===== src/rtl/serial_pattern_tx.sv =====
// serial_pattern_tx
// Transmit-side partner of the serial "101" Moore sequence detector.
// The block accepts a parallel word over a valid/ready handshake and sends it
// on a single line, one bit per clock, as a frame:
//   sync 1,0,1 | DATA_W payload bits MSB first | optional even parity | GUARD_BITS zeros
// The trailing zeros return a downstream detector to its reset state. The line
// idles at 0.
//
// Ports:
//   clk        - rising-edge clock
//   reset      - synchronous, active-high reset
//   tx_data    - payload word, captured when a word is accepted
//   tx_valid   - producer has a word on tx_data
//   tx_ready   - block can accept a word this cycle (IDLE and not in reset)
//   data_out   - registered serial line
//   busy       - frame in progress (any state other than IDLE)
//   frame_done - one-cycle pulse in the first IDLE cycle after a frame
module serial_pattern_tx #(
    parameter int DATA_W     = 8,
    parameter int PARITY_EN  = 1,
    parameter int GUARD_BITS = 2
) (
    input  logic              clk,
    input  logic              reset,
    input  logic [DATA_W-1:0] tx_data,
    input  logic              tx_valid,
    output logic              tx_ready,
    output logic              data_out,
    output logic              busy,
    output logic              frame_done
);

    // One counter indexes the sync, payload and guard bits, so it is sized
    // for the longest of the three.
    localparam int MAX_LEN = (DATA_W > GUARD_BITS) ? ((DATA_W > 3) ? DATA_W : 3)
                                                   : ((GUARD_BITS > 3) ? GUARD_BITS : 3);
    localparam int CNT_W   = $clog2(MAX_LEN) + 1;

    localparam logic [CNT_W-1:0] SYNC_LAST  = CNT_W'(2);
    localparam logic [CNT_W-1:0] DATA_LAST  = CNT_W'(DATA_W - 1);
    localparam logic [CNT_W-1:0] GUARD_LAST = CNT_W'(GUARD_BITS - 1);

    localparam logic [2:0] IDLE  = 3'd0;
    localparam logic [2:0] SYNC  = 3'd1;
    localparam logic [2:0] DATA  = 3'd2;
    localparam logic [2:0] PAR   = 3'd3;
    localparam logic [2:0] GUARD = 3'd4;

    logic [2:0]        state;
    logic [DATA_W-1:0] shift_reg;
    logic              parity_bit;
    logic [CNT_W-1:0]  bit_cnt;
    logic              accept;

    // Ready is purely a function of state so the producer sees it in the
    // same cycle; it is held low while reset is asserted.
    assign tx_ready = (state == IDLE) && !reset;
    assign accept   = tx_valid && tx_ready;
    assign busy     = (state != IDLE);

    // Frame sequencer. data_out is loaded with the bit that belongs to the
    // state being entered, so the state register always names the bit that is
    // currently on the line. The shift register presents the next payload bit
    // at its MSB and is shifted as each bit is sent.
    always_ff @(posedge clk) begin
        if (reset) begin
            state      <= IDLE;
            shift_reg  <= '0;
            parity_bit <= 1'b0;
            bit_cnt    <= '0;
            data_out   <= 1'b0;
            frame_done <= 1'b0;
        end else begin
            frame_done <= 1'b0;
            case (state)
                IDLE: begin
                    data_out <= 1'b0;
                    if (accept) begin
                        state      <= SYNC;
                        shift_reg  <= tx_data;
                        parity_bit <= ^tx_data;
                        bit_cnt    <= '0;
                        data_out   <= 1'b1;
                    end
                end
                SYNC: begin
                    if (bit_cnt == SYNC_LAST) begin
                        state     <= DATA;
                        bit_cnt   <= '0;
                        data_out  <= shift_reg[DATA_W-1];
                        shift_reg <= shift_reg << 1;
                    end else begin
                        // Sync bit 1 is 0, sync bit 2 is 1.
                        bit_cnt  <= bit_cnt + CNT_W'(1);
                        data_out <= (bit_cnt == CNT_W'(1));
                    end
                end
                DATA: begin
                    if (bit_cnt == DATA_LAST) begin
                        bit_cnt <= '0;
                        if (PARITY_EN != 0) begin
                            state    <= PAR;
                            data_out <= parity_bit;
                        end else begin
                            state    <= GUARD;
                            data_out <= 1'b0;
                        end
                    end else begin
                        bit_cnt   <= bit_cnt + CNT_W'(1);
                        data_out  <= shift_reg[DATA_W-1];
                        shift_reg <= shift_reg << 1;
                    end
                end
                PAR: begin
                    state    <= GUARD;
                    bit_cnt  <= '0;
                    data_out <= 1'b0;
                end
                GUARD: begin
                    data_out <= 1'b0;
                    if (bit_cnt == GUARD_LAST) begin
                        state      <= IDLE;
                        bit_cnt    <= '0;
                        frame_done <= 1'b1;
                    end else begin
                        bit_cnt <= bit_cnt + CNT_W'(1);
                    end
                end
                default: begin
                    state    <= IDLE;
                    bit_cnt  <= '0;
                    data_out <= 1'b0;
                end
            endcase
        end
    end

endmodule


===== config.mk =====
export PLATFORM = sky130hd
export DESIGN_NAME = serial_pattern_tx
export DESIGN_NICKNAME = d
export VERILOG_FILES = /design/src/rtl/serial_pattern_tx.sv
export SDC_FILE = /design/constraint.sdc
export NUM_CORES = 1
export LEC_CHECK = 0
export BUFFER_PORTS_ARGS = -buffer_cell sky130_fd_sc_hd__buf_2
export CORE_ASPECT_RATIO = 0.5
export CORE_UTILIZATION = 26
export CTS_CLUSTER_SIZE = 8
export DETAILED_ROUTE_END_ITERATION = 6
export GPL_TIMING_DRIVEN = 0
export PLACE_DENSITY = 0.5
export SLEW_MARGIN = 40
export SYNTH_ARGS = -nofsm -noshare
export SYNTH_HDL_FRONTEND = slang
export SYNTH_SLANG_ARGS = --single-unit

===== constraint.sdc =====
create_clock -name clk -period 3.33 [get_ports clk]
set_input_delay 0.1665 -clock clk [delete_from_list [all_inputs] [get_ports clk]]
set_output_delay 0.1665 -clock clk [all_outputs]
set_load 0.02 [all_outputs]

==> Word-level counts from Yosys, hierarchy flattened <==
Index checks and enable logic that the tools add are counted.
W data, S select, Z words.
{ "op_classes": {"reduce_logical": 11, "n_eq_ne": 12, "n_div": 0, "magnitude_cmp": 0, "multipliers": 0, "shift": 0, "n_addsub": 1, "n_bitwise": 1, "n_mux": 19} }
{ "ops": {"columns": ["cell", "count"], "rows": [
  ["$mux W8", 3],
  ["$pmux W8 S3", 1],
  ["$mux W4", 4],
  ["$pmux W4 S4", 1],
  ["$pmux W3 S5", 1],
  ["$mux W3", 4],
  ["$ne A2 B2 Y1 const B", 5],
  ["$reduce_and A4 Y1", 2],
  ["$reduce_xor A8 Y1", 1],
  ["$eq A3 B2 Y1 const B", 2],
  ["$reduce_bool A3 Y1", 2],
  ["$add A4 B1 Y4 const B", 1],
  ["$eq A4 B1 Y1 const B", 1],
  ["$eq A4 B2 Y1 const B", 1],
  ["$eq A4 B3 Y1 const B", 1],
  ["$mux W1", 4],
  ["$eq A3 B1 Y1 const B", 1],
  ["$eq A3 B3 Y1 const B", 1],
  ["$logic_not A3 Y1", 1],
  ["$pmux W1 S3", 1],
  ["$logic_and A1 B1 Y1", 2],
  ["$reduce_and A2 Y1", 1],
  ["$reduce_or A2 Y1", 1],
  ["$logic_not A1 Y1", 1],
  ["$not A1 Y1", 1]
]} }
{ "word_totals": {"rom_bits": 0, "ramBits": 0, "word_cells": 50, "input_bits": 11, "latchBits": 0, "n_memories": 0, "out_inout_bits": 4, "regBits": 18} }

==> Depth between registers and ports, before layout <==
Gate-level depths: netlist of run 1.
{ "depth": {"depth_word": 5, "depth_mapped": 7, "ltp_nobuf": 6} }

==> Least setup slack after synthesis of run 1 <==
No wires, ideal clock.
{ "synth_timing": {"kind": "flip-flop to flip-flop", "start": "reg bit_cnt[0]", "end": "reg shift_reg[5]", "path_slack_ps": 1602, "period_less_slack_ps": 1728, "n_path_buf": 1, "arrival_time_ps": 1640, "setup_time_ps": 88, "stages_incl_launch_ff": 8, "required_ps": 3242, "cell_sequence": "dfxtp_1 -> inv_1 -> ha_1 -> or3b_4 -> a22oi_4 -> buf_8 -> a21oi_2 -> a311oi_2"} }
{ "synth_via": {"elab_chain_cells": 3, "elab_cells_between_ends": 5, "cone_classes": "eq/ne (4); reduce/logical (1)"} }
{ "synth_lines": {"columns": ["item", "line", "source"], "rows": [
  ["start, declared", "52", "logic [CNT_W-1:0] bit_cnt;"],
  ["start signal, assigned", "94", "bit_cnt <= bit_cnt + CNT_W'(1);"],
  ["start signal, assigned", "109", "bit_cnt <= bit_cnt + CNT_W'(1);"],
  ["start signal, assigned", "126", "bit_cnt <= bit_cnt + CNT_W'(1);"],
  ["$eq A4 B3 Y1 / $eq A4 B2 Y1 (equally long branches)", "99, 87", null],
  ["$ne A2 B2 Y1 (no line)", null, null],
  ["$reduce_and A4 Y1 (no line) *", null, null],
  ["end signal, assigned", "80", "shift_reg <= tx_data;"],
  ["end signal, assigned", "91", "shift_reg <= shift_reg << 1;"],
  ["end signal, assigned", "111", "shift_reg <= shift_reg << 1;"],
  ["end, declared", "50", "logic [DATA_W-1:0] shift_reg;"]
]} }
Every way passes the cells marked *; elsewhere a longest branch is shown, timed or not.
A chain may end at the register's enable or synchronous reset.

==> Final worst setup path of run 1 <==
Ends and elaborated chain as after synthesis.

==> results.sh, run 1 <==
export IMPL_final_util_pct=33.25
export IMPL_ys_flop_type="dfxtp_1"
export IMPL_yosysSeqAreaShare_pct=30.44
export IMPL_period_minus_slack_ns=1.934
export IMPL_rows=16
export IMPL_clock_sinks=18
export IMPL_worstPathRequired_ns=3.51
export IMPL_fin_ws_ns=1.396
export IMPL_synth_nets=135
export IMPL_grt_first_pass_wirelength_um=4422
export IMPL_cpLargestDelayFamily="compound AO/OA/AOI/OAI gates"
export IMPL_synth_avg_cell_area_um2=9.782
export IMPL_skew_ns=0.001755
export IMPL_coreArea_mm2=0.004124
export IMPL_avgRoutedWirePerCell_um=13.33
export IMPL_maxCapViolCount=0
export IMPL_fillerInstances=432
export IMPL_regToRegStartpoint="bit_cnt[0]$_SDFFE_PP0P_"
export IMPL_p_leak_uw=0.0004887
export IMPL_gp_congestion=0.7899
export IMPL_nets=153
export IMPL_power_density_mw_per_mm2=884.1
export IMPL_cts_tree="built"
export IMPL_arrival_ns=2.11
export IMPL_drc_errors=0
export IMPL_cts_repair_resized=0
export IMPL_die_w_um=97.42
export IMPL_routed_wl_um=2560
export IMPL_cts_buffer_depth=2
export IMPL_async_flop_share_pct=0
export IMPL_post_place_ws_ns=1.418
export IMPL_vdd_drop_max_v=0.0002533
export IMPL_detail_route_antenna_nets=0
export IMPL_cp_max_fo=10
export IMPL_drive_gt1_share_pct=31.16
export IMPL_dieArea_mm2=0.004843
export IMPL_antenna_cells=0
export IMPL_hold_violations=0
export IMPL_tns_ns=0
export IMPL_clk_latency_ns=0.26
export IMPL_ys_warn_count=0
export IMPL_seqCellArea_um2=360.3
export IMPL_grt_remaining_overflow=0
export IMPL_grt_setup_unrepaired="false"
export IMPL_finalCritPeriodShare_pct=58.09
export IMPL_drtIter0Drc=43
export IMPL_path_class="reg -> reg"
export IMPL_critPathCaptureType="flip-flop"
export IMPL_final_common_cell="dfxtp_1"
export IMPL_worst_path_buf_inv=2
export IMPL_grt_max_degree=11
export IMPL_ctsHoldBuffers=0
export IMPL_cts_buffers=3
export IMPL_grt_pass1_vias=901
export IMPL_synth_edf_count=0
export IMPL_groute_usage_overall_pct=11.59
export IMPL_synth_distinct_cells=38
export IMPL_start_util_pct=28.70
export IMPL_post_dp_hpwl_um=1847
export IMPL_syn_to_final_growth_pct=15.86
export IMPL_die_y_um=49.71
export IMPL_viasPerCell=4.958
export IMPL_power_total_uw=1212
export IMPL_htree_levels=1
export IMPL_path_clk_slew_ns=0.07
export IMPL_crit_chain="inv_1, ha_1, or3b_4, a22oi_4, buf_8, a21oi_2, a311oi_2"
export IMPL_final_cell_mix="dfxtp_1 (18), a21oi_1 (17), buf_2 (13)"
export IMPL_postCtsSetupRepairBufs=0
export IMPL_syn_area_mm2=0.001184
export IMPL_slowest_delay_ns=0.43
export IMPL_cts_root_buffer_cell="clkbuf_8"
export IMPL_port_buffers=13
export IMPL_antenna_found_initial=0
export IMPL_slowest_stage="or3b_4"
export IMPL_via_count=952
export IMPL_start_kind="flip-flop"
export IMPL_hp_start="reset"
export IMPL_multi_input_area_um2=721.9
export IMPL_setup_viol=0
export IMPL_first_pass_iters=4
export IMPL_slew_violations=0
export IMPL_slew_headroom_pct=58.59
export IMPL_crit_start="bit_cnt[0]$_SDFFE_PP0P_"
export IMPL_largest_reg_flops=8
export IMPL_outcome="completed"
export IMPL_hold_class="in -> reg"
export IMPL_postSynthCellCount=121
export IMPL_top_level_ports=15
export IMPL_tightest_slew_ns=0.6198
export IMPL_fmax_ghz=0.5170
export IMPL_synth_seq_cells=18
## through the flow
stage / std cells / cell area [um2] / hold WS (ns)
3_3_place_gp: 188 / 1316 / 0.4254
4_1_cts: 192 / 1371 / 0.1451
5_1_grt: 192 / 1371 / 0.1417
2_1_floorplan: 121 / 1184 / 0.2748
3_5_place_dp: 188 / 1316 / 0.4248
6_report: 192 / 1371 / 0.1522
## worst register-to-register path, stage by stage (launching register included)
cell and delay [ns]:
dfxtp_1 0.35, inv_1 0.09, ha_1 0.19, or3b_4 0.43, a22oi_4 0.32, buf_8 0.20, a21oi_2 0.06, a311oi_2 0.21
## metal layers
metal | GRT usage [%] | vias to the layer above | wire (um)
met5 | 0 | - | 0
met4 | 3.676 | 0 | 6
met3 | 3.121 | 2 | 98
met2 | 17.95 | 19 | 1121
met1 | 15.69 | 446 | 1334
li1 | - | 485 | -
## final cells by class
class | count | area share [%]
clock buffer | 4 | 4.015
timing repair buffer | 13 | 4.745
inverter | 4 | 1.095
tap | 54 | 4.927
sequential | 18 | 26.28
multi-input combinational | 92 | 52.65
buffer | 7 | 6.296
## cell families after synthesis
family,count (synthesis),share of synthesized area [%]
xor gates and xnor gates,8,5.920
buffers and inverters,11,8.562
and+or+nand+nor,35,17.87
muxes,7,5.920
DFF,18,30.44
AOI/OAI and AO/OA,39,28.12
adders and majority gates,3,3.172
## final timing paths
check                         endpoint  slack [ns]  cells past startpoint
max reg2reg  shift_reg[5]$_SDFFE_PP0P_        1.40                      7
min reg2reg        data_out$_SDFF_PP0_        0.49                      2
min          shift_reg[7]$_SDFFE_PP0P_        0.15                      2
max          shift_reg[5]$_SDFFE_PP0P_        1.40                      7
## cells in the mapped netlist, types with 2 or more instances
master	instances	area (um2)
buf_8	2	30.03
nand2_1	5	18.77
nor3_1	5	25.02
a21oi_1	17	85.08
xnor2_1	8	70.07
o22ai_1	2	12.51
or3b_4	2	22.52
nand3_1	2	10.01
a311oi_2	7	105.1
inv_1	4	15.01
ha_1	3	37.54
clkbuf_8	3	41.29
o21ai_0	2	10.01
nor3b_1	3	22.52
dfxtp_1	18	360.4
or3b_2	2	17.52
mux2i_1	7	70.07
nand2b_1	2	12.51
nor2_1	8	30.03
## where the power goes
part	internal [uW]	total [uW]	switching, uW	leakage (uW)
sequential	286	327	41.0	0.000148
clock	105	185	79.7	0.0000288
combinational	316	700	384	0.000312
No activity file was read; power rests on OpenSTA's default activity.
==> inputs of run 2 (changes only) <==
==> constraint.sdc (replaced) <==
create_clock -name clk -period 1.8 [get_ports clk]
set_input_delay 0.09 -clock clk [delete_from_list [all_inputs] [get_ports clk]]
set_output_delay 0.09 -clock clk [all_outputs]
set_load 0.02 [all_outputs]
==> run 2 against run 1 <==
Effect of this change:
- power rose by 110%
- clock power grew 88%
- first-iteration DRC count increased by 16%
- largest cell class unchanged
==> results.sh, run 2 (synthesized netlist as in run 1, its figures left out) <==
export IMPL_viasPerCell=4.955
export IMPL_cts_buffer_depth=2
export IMPL_detail_route_antenna_nets=0
export IMPL_finalCritPeriodShare_pct=97.00
export IMPL_coreArea_mm2=0.004124
export IMPL_arrival_ns=1.92
export IMPL_cp_max_fo=10
export IMPL_fin_area_mm2=0.001479
export IMPL_routed_wl_um=2753
export IMPL_path_class="reg -> reg"
export IMPL_slew_violations=0
export IMPL_critPathCaptureType="flip-flop"
export IMPL_hold_slack_ns=0.07827
export IMPL_worstPathRequired_ns=1.98
export IMPL_tightest_slew_ns=0.5883
export IMPL_post_place_ws_ns=-0.1117
export IMPL_power_density_mw_per_mm2=1722
export IMPL_maxCapViolCount=0
export IMPL_syn_to_final_growth_pct=24.95
export IMPL_hold_class="in -> reg"
export IMPL_period_minus_slack_ns=1.746
export IMPL_dieArea_mm2=0.004843
export IMPL_port_buffers=13
export IMPL_via_count=996
export IMPL_start_util_pct=28.70
export IMPL_cts_buffers=3
export IMPL_fin_ws_ns=0.05393
export IMPL_htree_levels=1
export IMPL_cts_tree="built"
export IMPL_regToRegSetupSlack_ns=0.05
export IMPL_power_total_uw=2546
export IMPL_die_w_um=97.42
export IMPL_slew_headroom_pct=60.78
export IMPL_ctsHoldBuffers=0
export IMPL_cts_root_buffer_cell="clkbuf_8"
export IMPL_tns_ns=0
export IMPL_slowest_stage="or3b_4"
export IMPL_top_level_ports=15
export IMPL_antenna_found_initial=0
export IMPL_drtIter0Drc=50
export IMPL_groute_usage_overall_pct=11.62
export IMPL_grt_max_degree=11
export IMPL_crit_start="bit_cnt[0]$_SDFFE_PP0P_"
export IMPL_first_pass_iters=4
export IMPL_vdd_drop_max_v=0.0005043
export IMPL_grt_first_pass_wirelength_um=4443
export IMPL_placement_cell_area_mm2=0.001316
export IMPL_path_clk_slew_ns=0.08
export IMPL_die_y_um=49.71
export IMPL_crit_chain="inv_4, ha_4, or3b_4, a22oi_4, buf_8, a21oi_2, a311oi_2"
export IMPL_start_kind="flip-flop"
export IMPL_avgRoutedWirePerCell_um=13.70
export IMPL_clock_sinks=18
export IMPL_gp_congestion=0.7899
export IMPL_hold_violations=0
export IMPL_setup_viol=0
export IMPL_regToRegStartpoint="bit_cnt[0]$_SDFFE_PP0P_"
export IMPL_final_cell_mix="a21oi_1 (16), dfxtp_1 (16), buf_2 (13)"
export IMPL_rows=16
export IMPL_outcome="completed"
export IMPL_hp_start="reset"
export IMPL_drive_gt1_share_pct=40.14
export IMPL_fmax_ghz=0.5727
export IMPL_largest_reg_flops=8
export IMPL_grt_remaining_overflow=0
export IMPL_p_leak_uw=0.0005499
export IMPL_grt_pass1_vias=907
export IMPL_skew_ns=0.0007934
export IMPL_post_dp_hpwl_um=1847
export IMPL_nets=162
export IMPL_clk_latency_ns=0.26
export IMPL_drc_errors=0
export IMPL_slowest_delay_ns=0.41
export IMPL_antenna_cells=0
run 2: timing repair:
item                                    in CTS  in global routing
pin swaps                                    2                  4
gates resized for setup                      2                 11
endpoints found under the setup margin      13                 13
endpoints found under the hold margin        0                  0
buffers inserted                             2                  7
cloned                                       0                  0
run 2: where the power goes:
group          switching (uW)  leakage (uW)  total [uW]  internal, uW
combinational             782      0.000372        1580           795
clock                     152     0.0000288         347           195
sequential               85.5      0.000149         622           537
total                    1020      0.000550        2550          1530
run 2: layout make-up:
type                    instances  area, um2
multi-input cells              92      747.0
repair buffers                 22      140.1
well taps                      54      67.56
plain buffers                   7      86.33
flip-flops and latches         18      365.4
inverters                       4      17.52
fillers                       419       2645
clock buffers                   4      55.05
run 2: routing by layer:
metal  wire length, um  global-route usage [%]
met5                 0                       0
met1              1454                   15.69
met2              1219                   18.07
met4                 6                   3.676
met3                74                   3.121
run 2: path summary, 6_finish.rpt:
| check | cells past startpoint | endpoint |
|---|---|---|
| setup / recovery | 7 | shift_reg[5]$_SDFFE_PP0P_ |
| hold / removal | 2 | shift_reg[7]$_SDFFE_PP0P_ |
| setup reg to reg | 7 | shift_reg[5]$_SDFFE_PP0P_ |
| hold reg to reg | 2 | data_out$_SDFF_PP0_ |
run 2: worst max-delay path: cells and delay by family, from the launching register on:
| kind | cells | cell delay [ns] |
|---|---|---|
| simple gates | 1 | 0.41 |
| flops | 1 | 0.37 |
| buf+inv | 2 | 0.23 |
| fa+ha+maj | 1 | 0.13 |
| compound gates | 3 | 0.51 |
run 2: per-stage QoR:
step           std cells  util (%)
6_report             201     35.86
5_1_grt              201     35.86
4_1_cts              194     33.68
3_5_place_dp         188     31.92
3_3_place_gp         188     31.92
2_1_floorplan        121         -
==> inputs of run 3 (changes only) <==
--- a/config.mk
+++ b/config.mk
@@ -6,12 +6,11 @@
 export NUM_CORES = 1
 export LEC_CHECK = 0
 export BUFFER_PORTS_ARGS = -buffer_cell sky130_fd_sc_hd__buf_2
-export CORE_ASPECT_RATIO = 0.5
-export CORE_UTILIZATION = 26
+export CORE_UTILIZATION = 56
 export CTS_CLUSTER_SIZE = 8
 export DETAILED_ROUTE_END_ITERATION = 6
 export GPL_TIMING_DRIVEN = 0
-export PLACE_DENSITY = 0.5
+export PLACE_DENSITY = 0.85
 export SLEW_MARGIN = 40
 export SYNTH_ARGS = -nofsm -noshare
 export SYNTH_HDL_FRONTEND = slang
==> run 3 against run 2 <==
Effect of this change:
- critical path depth shrank 1
- power shrank 0.32%
- via count grew 12%
- critical path type unchanged
- largest cell class unchanged
- largest power group unchanged
==> results.sh, run 3 (synthesized netlist as in run 1, its figures left out) <==
export IMPL_outcome="completed"
export IMPL_drc_errors=0
export IMPL_drive_gt1_share_pct=44.97
export IMPL_die_w_um=47.98
export IMPL_skew_ns=0.004493
export IMPL_drtIter0Drc=25
export IMPL_tightest_slew_ns=0.5906
export IMPL_power_total_uw=2538
export IMPL_final_util_pct=74.37
export IMPL_port_buffers=13
export IMPL_fmax_ghz=0.5637
export IMPL_die_y_um=47.98
export IMPL_fin_area_mm2=0.001474
export IMPL_cts_buffer_depth=2
export IMPL_placement_cell_area_mm2=0.001282
export IMPL_path_clk_slew_ns=0.11
export IMPL_grt_setup_unrepaired="true"
export IMPL_grt_pass1_vias=956
export IMPL_period_minus_slack_ns=1.774
export IMPL_rr_worst_depth=6
export IMPL_first_pass_iters=4
export IMPL_ctsHoldBuffers=0
export IMPL_hold_depth=2
export IMPL_fin_cells=176
export IMPL_start_kind="flip-flop"
export IMPL_power_density_mw_per_mm2=1722
export IMPL_avgRoutedWirePerCell_um=17.92
export IMPL_routed_wl_um=3154
export IMPL_setup_viol=0
export IMPL_grt_max_degree=11
export IMPL_cts_buffers=3
export IMPL_start_util_pct=59.72
export IMPL_coreArea_mm2=0.001982
export IMPL_syn_to_final_growth_pct=24.52
export IMPL_cp_max_fo=10
export IMPL_maxCapViolCount=0
export IMPL_nets=164
export IMPL_final_cell_mix="a21oi_1 (15), dfxtp_1 (15), buf_2 (13)"
export IMPL_rows=16
export IMPL_clock_sinks=18
export IMPL_detail_route_antenna_nets=0
export IMPL_hold_slack_ns=0.02939
export IMPL_power_switching_uw=1086
export IMPL_hold_violations=0
export IMPL_viasPerCell=6.324
export IMPL_clk_latency_ns=0.31
export IMPL_vdd_drop_max_v=0.0009845
export IMPL_slew_violations=0
export IMPL_antenna_found_initial=0
export IMPL_top_level_ports=15
export IMPL_groute_usage_overall_pct=26.21
export IMPL_dieArea_mm2=0.002302
export IMPL_htree_levels=1
export IMPL_internal_power_uw=1452
export IMPL_critPathCaptureType="flip-flop"
export IMPL_cts_tree="built"
export IMPL_post_dp_hpwl_um=1880
export IMPL_grt_first_pass_wirelength_um=4202
export IMPL_antenna_cells=0
export IMPL_via_count=1113
export IMPL_worstPathRequired_ns=1.99
export IMPL_grt_remaining_overflow=0
export IMPL_slew_headroom_pct=60.58
export IMPL_swShare_pct=42.79
export IMPL_clkPwrFrac_pct=10.7
export IMPL_path_class="reg -> reg"
export IMPL_hold_class="in -> reg"
export IMPL_power_share_combinational_pct=64.4
export IMPL_p_leak_uw=0.0005739
export IMPL_finalCritPeriodShare_pct=98.55
export IMPL_arrival_ns=1.97
export IMPL_largest_reg_flops=8
export IMPL_pwr_share_seq_pct=24.9
export IMPL_cts_root_buffer_cell="clkbuf_4"
export IMPL_placed_cells=161
export IMPL_gp_congestion=0.8314
run 3: cell count changes in the layout (fill, tap and decap cells not counted), sizes merged:
cell,delta
buf,+2
run 3: through the flow:
stage / TNS, ns / worst slack, ns
5_1_grt: -0.07381 / -0.01952
6_report: 0 / 0.02614
3_3_place_gp: -0.07634 / -0.07164
2_1_floorplan: 0 / 0.07183
4_1_cts: 0 / 0.001178
3_5_place_dp: -0.2948 / -0.1509
run 3: worst paths after layout:
check | startpoint | endpoint | slack [ns]
hold / removal | reset | shift_reg[6]$_SDFFE_PP0P_ | 0.03
setup reg to reg | state[1]$_SDFFE_PP0P_ | shift_reg[4]$_SDFFE_PP0P_ | 0.03
setup / recovery | state[1]$_SDFFE_PP0P_ | shift_reg[4]$_SDFFE_PP0P_ | 0.03
hold reg to reg | shift_reg[7]$_SDFFE_PP0P_ | data_out$_SDFF_PP0_ | 0.49
run 3: what timing repair did:
item	in CTS	in global routing
pin swaps	2	11
endpoints found under the setup margin	12	14
gates resized for setup	5	16
buffers inserted	8	3
run 3: power by group through the flow:
stage               logic, uW  registers, uW  clock network (uW)
detailed placement       1290            621                   0
CTS                      1450            615                 260
global placement         1250            608                   0
finish                   1630            633                 271
floorplan                1060            606                   0
global route             1740            642                 279
run 3: layer usage:
layer / GRT usage (%) / part of all wire (%) / wire length, um / vias to the layer above
li1: - / - / - / 503
met3: 4.151 / 6.7 / 210 / 16
met5: 0 / 0 / 0 / -
met1: 32.81 / 39 / 1218 / 533
met2: 46.22 / 52 / 1626 / 61
met4: 7.222 / 3.1 / 99 / 0
run 3: worst max-delay path, stage by stage (launching register included):
cell and delay (ns):
dfxtp_2 0.34, buf_6 0.13, or3b_4 0.40, o31a_4 0.39, buf_12 0.16, a21oi_2 0.17
a311oi_2 0.06
run 3: final cells by class:
cell class                      count  area (um2)
Multi-Input combinational cell     92       770.7
Fill cell                         143       508.0
Sequential cell                    18       369.1
Timing Repair Buffer               24       155.1
Buffer                              7       91.34
Clock buffer                        4       36.28
Tap cell                           27       33.78
Inverter                            4       17.52
